<file path="config.mk">
export PLATFORM = sky130hd
export DESIGN_NAME = cache_fill_fsm
export DESIGN_NICKNAME = d
export VERILOG_FILES = /design/src/rtl/cache_fill_fsm.sv
export SDC_FILE = /design/constraint.sdc
export NUM_CORES = 1
export LEC_CHECK = 0
export ABC_CLOCK_PERIOD_IN_PS = 3900
export CAP_MARGIN = 0
export CORE_MARGIN = 10
export CORE_UTILIZATION = 40
export CTS_BUF_LIST = sky130_fd_sc_hd__clkbuf_4 sky130_fd_sc_hd__clkbuf_8 sky130_fd_sc_hd__clkbuf_16
export CTS_CLUSTER_DIAMETER = 200
export DETAILED_ROUTE_END_ITERATION = 10
export HOLD_SLACK_MARGIN = 0.03
export PLACE_DENSITY = 0.93
export SYNTH_ARGS = -nofsm -noshare
export SYNTH_HDL_FRONTEND = slang
export SYNTH_SLANG_ARGS = --single-unit
</file>
<file path="constraint.sdc">
create_clock -name clk -period 3.9 [get_ports clk]
set_input_delay 0.39 -clock clk [delete_from_list [all_inputs] [get_ports clk]]
set_output_delay 0.39 -clock clk [all_outputs]
set_load 0.02 [all_outputs]
</file>
<file path="src/rtl/cache_fill_fsm.sv">
// Cache miss fill engine: on a miss, streams WORDS_PER_BLOCK word reads from a pipelined
// memory, writes each returned word into the data array and the tag with the last word.
module cache_fill_fsm #(
  parameter int WORDS_PER_BLOCK = 8,
  parameter int IDX_W           = 3,
  parameter int TAG_W           = 12
) (
  input  logic             clk,
  input  logic             rst_n,
  input  logic             miss_detected,
  input  logic [15:0]      miss_address,
  output logic             fsm_busy,
  output logic             mem_read,
  output logic [15:0]      memory_address,
  input  logic             memory_data_valid,
  input  logic [15:0]      memory_data,
  output logic             write_data_array,
  output logic [IDX_W-1:0] data_word_sel,
  output logic [15:0]      cache_wdata,
  output logic             write_tag_array,
  output logic [TAG_W-1:0] tag_out
);

  typedef enum logic {IDLE = 1'b0, FILL = 1'b1} state_t;

  localparam logic [IDX_W:0]   LP_WPB        = (IDX_W+1)'(WORDS_PER_BLOCK);
  localparam logic [IDX_W:0]   LP_LAST_ISSUE = (IDX_W+1)'(WORDS_PER_BLOCK-1);
  localparam logic [IDX_W-1:0] LP_LAST_RECV  = IDX_W'(WORDS_PER_BLOCK-1);
  // Byte-offset bits within a block: IDX_W word-select bits plus the byte-in-word bit.
  localparam logic [15:0]      LP_OFS_MASK   = 16'((1 << (IDX_W+1)) - 1);

  state_t           r_state;
  state_t           w_state_nxt;
  logic [IDX_W:0]   r_issue_cnt;
  logic [IDX_W-1:0] r_recv_cnt;
  logic [15:0]      r_base;
  logic             w_issue_done;
  logic [IDX_W:0]   w_issue_idx;
  logic [15:0]      w_issue_ofs;

  assign w_issue_done = (r_issue_cnt == LP_WPB);
  // Once every request is out, the address parks on the last word of the block.
  assign w_issue_idx  = w_issue_done ? LP_LAST_ISSUE : r_issue_cnt;
  assign w_issue_ofs  = 16'(w_issue_idx) << 1;

  always_ff @(posedge clk or negedge rst_n) begin
    if (!rst_n) begin
      r_state <= IDLE;
    end else begin
      r_state <= w_state_nxt;
    end
  end

  always_ff @(posedge clk or negedge rst_n) begin
    if (!rst_n) begin
      r_issue_cnt <= '0;
      r_recv_cnt  <= '0;
      r_base      <= '0;
    end else if (r_state == IDLE) begin
      if (miss_detected) begin
        r_base      <= miss_address & ~LP_OFS_MASK;
        r_issue_cnt <= '0;
        r_recv_cnt  <= '0;
      end
    end else begin
      if (!w_issue_done) begin
        r_issue_cnt <= r_issue_cnt + 1'b1;
      end
      if (memory_data_valid) begin
        r_recv_cnt <= r_recv_cnt + 1'b1;
      end
    end
  end

  always_comb begin
    w_state_nxt      = r_state;
    fsm_busy         = 1'b0;
    mem_read         = 1'b0;
    memory_address   = '0;
    write_data_array = 1'b0;
    data_word_sel    = '0;
    cache_wdata      = '0;
    write_tag_array  = 1'b0;
    tag_out          = '0;
    case (r_state)
      IDLE: begin
        if (miss_detected) begin
          w_state_nxt = FILL;
        end
      end
      FILL: begin
        fsm_busy       = 1'b1;
        mem_read       = !w_issue_done;
        memory_address = r_base + w_issue_ofs;
        tag_out        = r_base[15 -: TAG_W];
        if (memory_data_valid) begin
          write_data_array = 1'b1;
          data_word_sel    = r_recv_cnt;
          cache_wdata      = memory_data;
          // The last returned word closes the fill and carries the tag write.
          if (r_recv_cnt == LP_LAST_RECV) begin
            write_tag_array = 1'b1;
            w_state_nxt     = IDLE;
          end
        end
      end
      default: w_state_nxt = IDLE;
    endcase
  end

endmodule
</file>
Yosys cells after proc, flatten, opt, wreduce, memory -nomap -nowiden
Index checks and enable logic that the tools add are counted.
{"block": "op_classes", "add_sub_neg": 3, "eq_ne": 4, "mux": 24, "bitwise_logic": 1, "n_reduce_logical": 5}
{"cell": "16-bit two-way mux", "n": 3}
{"cell": "16-bit by 5-bit adder with 16-bit output", "n": 1}
{"cell": "4-bit two-way mux", "n": 4}
{"cell": "3-bit two-way mux", "n": 5}
{"cell": "12-bit two-way mux", "n": 1}
{"cell": "1-bit two-way mux", "n": 10}
{"cell": "2-bit AND reduction", "n": 3}
{"cell": "4-bit by 1-bit adder with 4-bit output, second input constant", "n": 1}
{"cell": "4-bit equality test, second input constant", "n": 1}
{"cell": "2-bit != test, second input constant", "n": 2}
{"cell": "3-bit by 1-bit adder with 3-bit output, second input constant", "n": 1}
{"cell": "3-bit equality test, second input constant", "n": 1}
{"cell": "1-bit case mux with 2 select lines", "n": 1}
{"cell": "2-bit nonzero test", "n": 1}
{"cell": "1-bit logical NOT", "n": 1}
{"cell": "1-bit inverter", "n": 1}
{"block": "totals", "regBits": 20, "in_bits": 36, "output_inout_bits": 51, "wordCells": 41}

Longest topological paths before layout
{"block": "logic_depth", "depth_word": 4, "depth_mapped": 7, "ltp_nobuf": 7}

Worst setup path after synthesis
OpenSTA, ideal clock, no wires.
{"block": "synth_timing", "path_type": "register to output", "from": "reg r_issue_cnt[0]", "to": "out memory_address[10]", "arrival_time_ps": 1987, "t_required_ps": 3510, "path_slack_ps": 1523, "stages_incl_launch_ff": 8, "path_buffers": 0, "cell_sequence": "dfrtp_1 -> inv_1 -> ha_1 -> a21boi_0 -> ha_1 -> nand4_2 -> or3_1 -> a21oi_1"}
{"block": "synth_between", "elab_chain_cells": 4}
{"item": "start: declaration", "line_no": "34", "source": "logic [IDX_W:0] r_issue_cnt;"}
{"item": "start signal: assignment", "line_no": "67", "source": "r_issue_cnt <= r_issue_cnt + 1'b1;"}
{"item": "4-bit equality test", "line_no": "41", "source": "assign w_issue_done = (r_issue_cnt == LP_WPB);"}
{"item": "4-bit two-way mux *", "line_no": "43", "source": "assign w_issue_idx = w_issue_done ? LP_LAST_ISSUE : r_issue_cnt;"}
{"item": "16-bit by 5-bit adder with 16-bit output *", "line_no": "94", "source": "memory_address = r_base + w_issue_ofs;"}
{"item": "16-bit two-way mux *", "line_no": "85", "source": "case (r_state)"}
{"item": "end: declaration", "line_no": "14", "source": "output logic [15:0] memory_address,"}
Mark *: on every way between the ends. The rest lies on a longest branch, timed or not.

Worst setup path after layout
{"block": "layout_timing", "from": "reg r_issue_cnt[0]", "to": "out memory_address[15]"}
The elaborated chain is that of the path after synthesis.

==> flow_summary.ini <==
[worst_setup_path]
crit_type = reg2out
cp_max_fo = 6
cp_data_arrival_time_ns = 2.99
cp-startpoint = r_issue_cnt[0]
ff2ff_path_depth = 4
crit_end = memory_address[15]
cp-end-kind = primary output
rr_endpoint = r_issue_cnt[0]
r2r-start = r_state
cp.required_ns = 3.51
reg2reg_slack_ns = 2.44
start_kind = flip-flop

[logic_synthesis]
ys_seq_area_share_pct = 35.06
muxShareOfSynthArea_pct = 5.434
synth-warning-count = 0
synthAdderAreaFrac_pct = 5.259
synthDistinctLibCells = 34
synth_top_family_by_area = simple AND/OR/NAND/NOR gates
synth_fp_nets = 221
syn_inst = 179
ys_seq_elements = 20
synth_area_per_cell_um2 = 7.976
synthesis.area_um2 = 1428
synth_edf_count = 0
synth_compound_area_share_pct = 8.151
yosys.area_share.simple_pct = 35.06
synth_flop_cell = dfrtp_1
async_flop_share_pct = 100.0
yosys.area_share.xor_xnor_pct = 3.067

[finish]
diodes = 0
nNetsFinal = 296
drive_gt1_share_pct = 5.534
utilization_pct = 66.89
synthToLayoutAreaGrowth_pct = 58.81

[worst_hold_path]
hp-class = reg2reg

[floorplan]
dieWidth_um = 79.74
rows = 21
die_y_um = 79.74
io_pins = 87
design.core.area_um2 = 3390
initial_core_util_pct = 42.12
fp.dieArea_um2 = 6358

[timing]
rsz0062_at_grt = false
fmax_mhz = 295.8
slew_viol_final = 0
hold_viol = 0
period_share_pct = 86.68
max-slew-margin-rel_pct = 41.77
min_period_ns = 3.380
skew_ns = 0.008467
setup_viol = 0
tightest_slew_ns = 0.8708
setup_tns_ns = 0

[global_routing]
grt_pass1_wl_mm = 6.941
grt_max_degree = 38
grt.overflow.total = 0
met2_usage_pct = 24.68
grt.total_usage_pct = 13.25
busiest_layer = met2
grt_pass1_vias = 1437
met1_usage_pct = 14.15
antenna_found_initial = 0
gr-usage-met3_pct = 4.617

[route]
drt-initial-drc-count = 70
wirelength_mm = 4.365
drc = 0
dr.pass1.iters = 4
ant_nets = 0
wl_per_cell_um = 14.60
vias = 1454
vias_per_cell = 4.863

[placement]
numPortBuffers = 81
post-dp-hpwl_mm = 3.561
routabilityCongestion = 0.7372

[power_and_ir_drop]
p_leak_nw = 1.038
peakVddDrop_mv = 0.3395
power.density_nw_per_um2 = 732.0

[clocking]
cts_htree_levels = 1
path_clk_slew_ns = 0.11
cts_num_sinks = 20
postCtsSetupBuffers = 0
cts_tree = done
clk_latency_ns = 0.29
cts_hold_buf = 0
clock-root-buffer = clkbuf_4
numCtsBuffers = 3
cts_resized = 0
cts_buffer_depth = 2

[flow_run]
drv_cap = 0

[status]
status = finished clean
## sequential cells by signal, summed over array words and instances (netlist names)
name / count
r_recv_cnt: 3
r_issue_cnt: 4
r_state: 1
r_base: 12
## cell families after synthesis
group	count (synthesis)
compound gates	20
xor+xnor	5
other cells	1
fa+ha+maj	6
flops	20
buf+inv	21
mux	7
simple gates	99
## routing by layer
| layer | up-vias | routed length, um | share of wire, % |
|---|---|---|---|
| li1 | 738 | - | - |
| met1 | 669 | 1687 | 39 |
| met2 | 43 | 2265 | 52 |
| met3 | 4 | 368 | 8.4 |
| met4 | 0 | 43 | 0.99 |
| met5 | - | 0 | 0 |
## worst min-delay path by stage
stage | start | to | slack (ns) | cells after the start
after floorplan | rst_n | r_base[10] | 0.09 | 0
after global placement | r_base[15] | r_base[15] | 0.48 | 2
after detailed placement | r_base[15] | r_base[15] | 0.50 | 2
after CTS | r_base[15] | r_base[15] | 0.53 | 2
after global routing | r_base[15] | r_base[15] | 0.55 | 2
final | r_base[15] | r_base[15] | 0.53 | 2
## final cells by class
type,instances,area (um2)
Timing Repair Buffer,83,825.8
Sequential cell,20,500.5
Clock buffer,4,36.28
Tap cell,46,57.56
Multi-Input combinational cell,138,817.0
Fill cell,267,1122
Inverter,8,30.03
## critical path, stage by stage, from the launching register on
cell,delay [ns]
dfrtp_1,0.42
inv_1,0.08
ha_1,0.23
a21boi_0,0.32
ha_1,0.30
nand4_2,0.19
nor4_1,0.26
mux2_1,0.35
clkdlybuf4s50_1,0.55
## cell usage after synthesis, drive strengths merged (2+ instances only)
library cell  instances  share of area, %
a21oi                 6               2.1
a22o                  2               1.2
and2                 11               4.9
and3                 20               8.8
buf                   8               4.3
clkbuf                5               1.3
dfrtp                20                35
ha                    6               5.3
inv                   8               2.1
mux2                  6               4.7
nand2                35               9.2
nand3                 4               1.4
nand4                 2               1.8
nor2                 16               4.2
nor3                  3               1.1
o211ai                2               1.1
o21ai                 8               2.8
or3                   3               1.3
xnor2                 2               1.2
xor2                  3               1.8
## cell usage in the layout, fill, tap and decap left out, drive strengths merged
| cell type | synthesis | layout |
|---|---|---|
| a21boi | 1 | 1 |
| a21oi | 6 | 6 |
| a22o | 2 | 2 |
| and2 | 11 | 11 |
| and3 | 20 | 20 |
| and3b | 1 | 1 |
| buf | 8 | 2 |
| clkbuf | 5 | 4 |
| clkdlybuf4s50 | 0 | 81 |
| conb | 1 | 1 |
| dfrtp | 20 | 20 |
| ha | 6 | 6 |
| inv | 8 | 8 |
| mux2 | 6 | 6 |
| mux2i | 1 | 1 |
| nand2 | 35 | 35 |
| nand2b | 1 | 1 |
| nand3 | 4 | 4 |
| nand3b | 1 | 1 |
| nand4 | 2 | 2 |
| nor2 | 16 | 16 |
| nor2b | 1 | 1 |
| nor3 | 3 | 3 |
| nor4 | 1 | 1 |
| o211ai | 2 | 2 |
| o21ai | 8 | 8 |
| o22ai | 1 | 1 |
| or3 | 3 | 3 |
| xnor2 | 2 | 2 |
| xor2 | 3 | 3 |
## through the flow
step | cells | instance area (um2) | total power [mW] | setup slack (ns) | hold slack (ns)
after floorplan | 179 | 1428 | 1.054 | 1.523 | 0.09441
after global placement | 295 | 2231 | 1.525 | 0.8576 | 0.4826
after detailed placement | 295 | 2231 | 1.561 | 0.8057 | 0.5041
after CTS | 299 | 2267 | 1.682 | 0.4667 | 0.5318
after global routing | 299 | 2267 | 1.782 | 0.2380 | 0.5535
final | 299 | 2267 | 1.660 | 0.5196 | 0.5304
## power by group
group          switching [mW]  leakage [nW]  internal (mW)
sequential              0.113         0.242          0.304
clock                  0.0606        0.0210         0.0568
combinational           0.574         0.775          0.552
total                   0.747          1.04          0.913
Note: power is estimated with default switching activity, not from simulation.
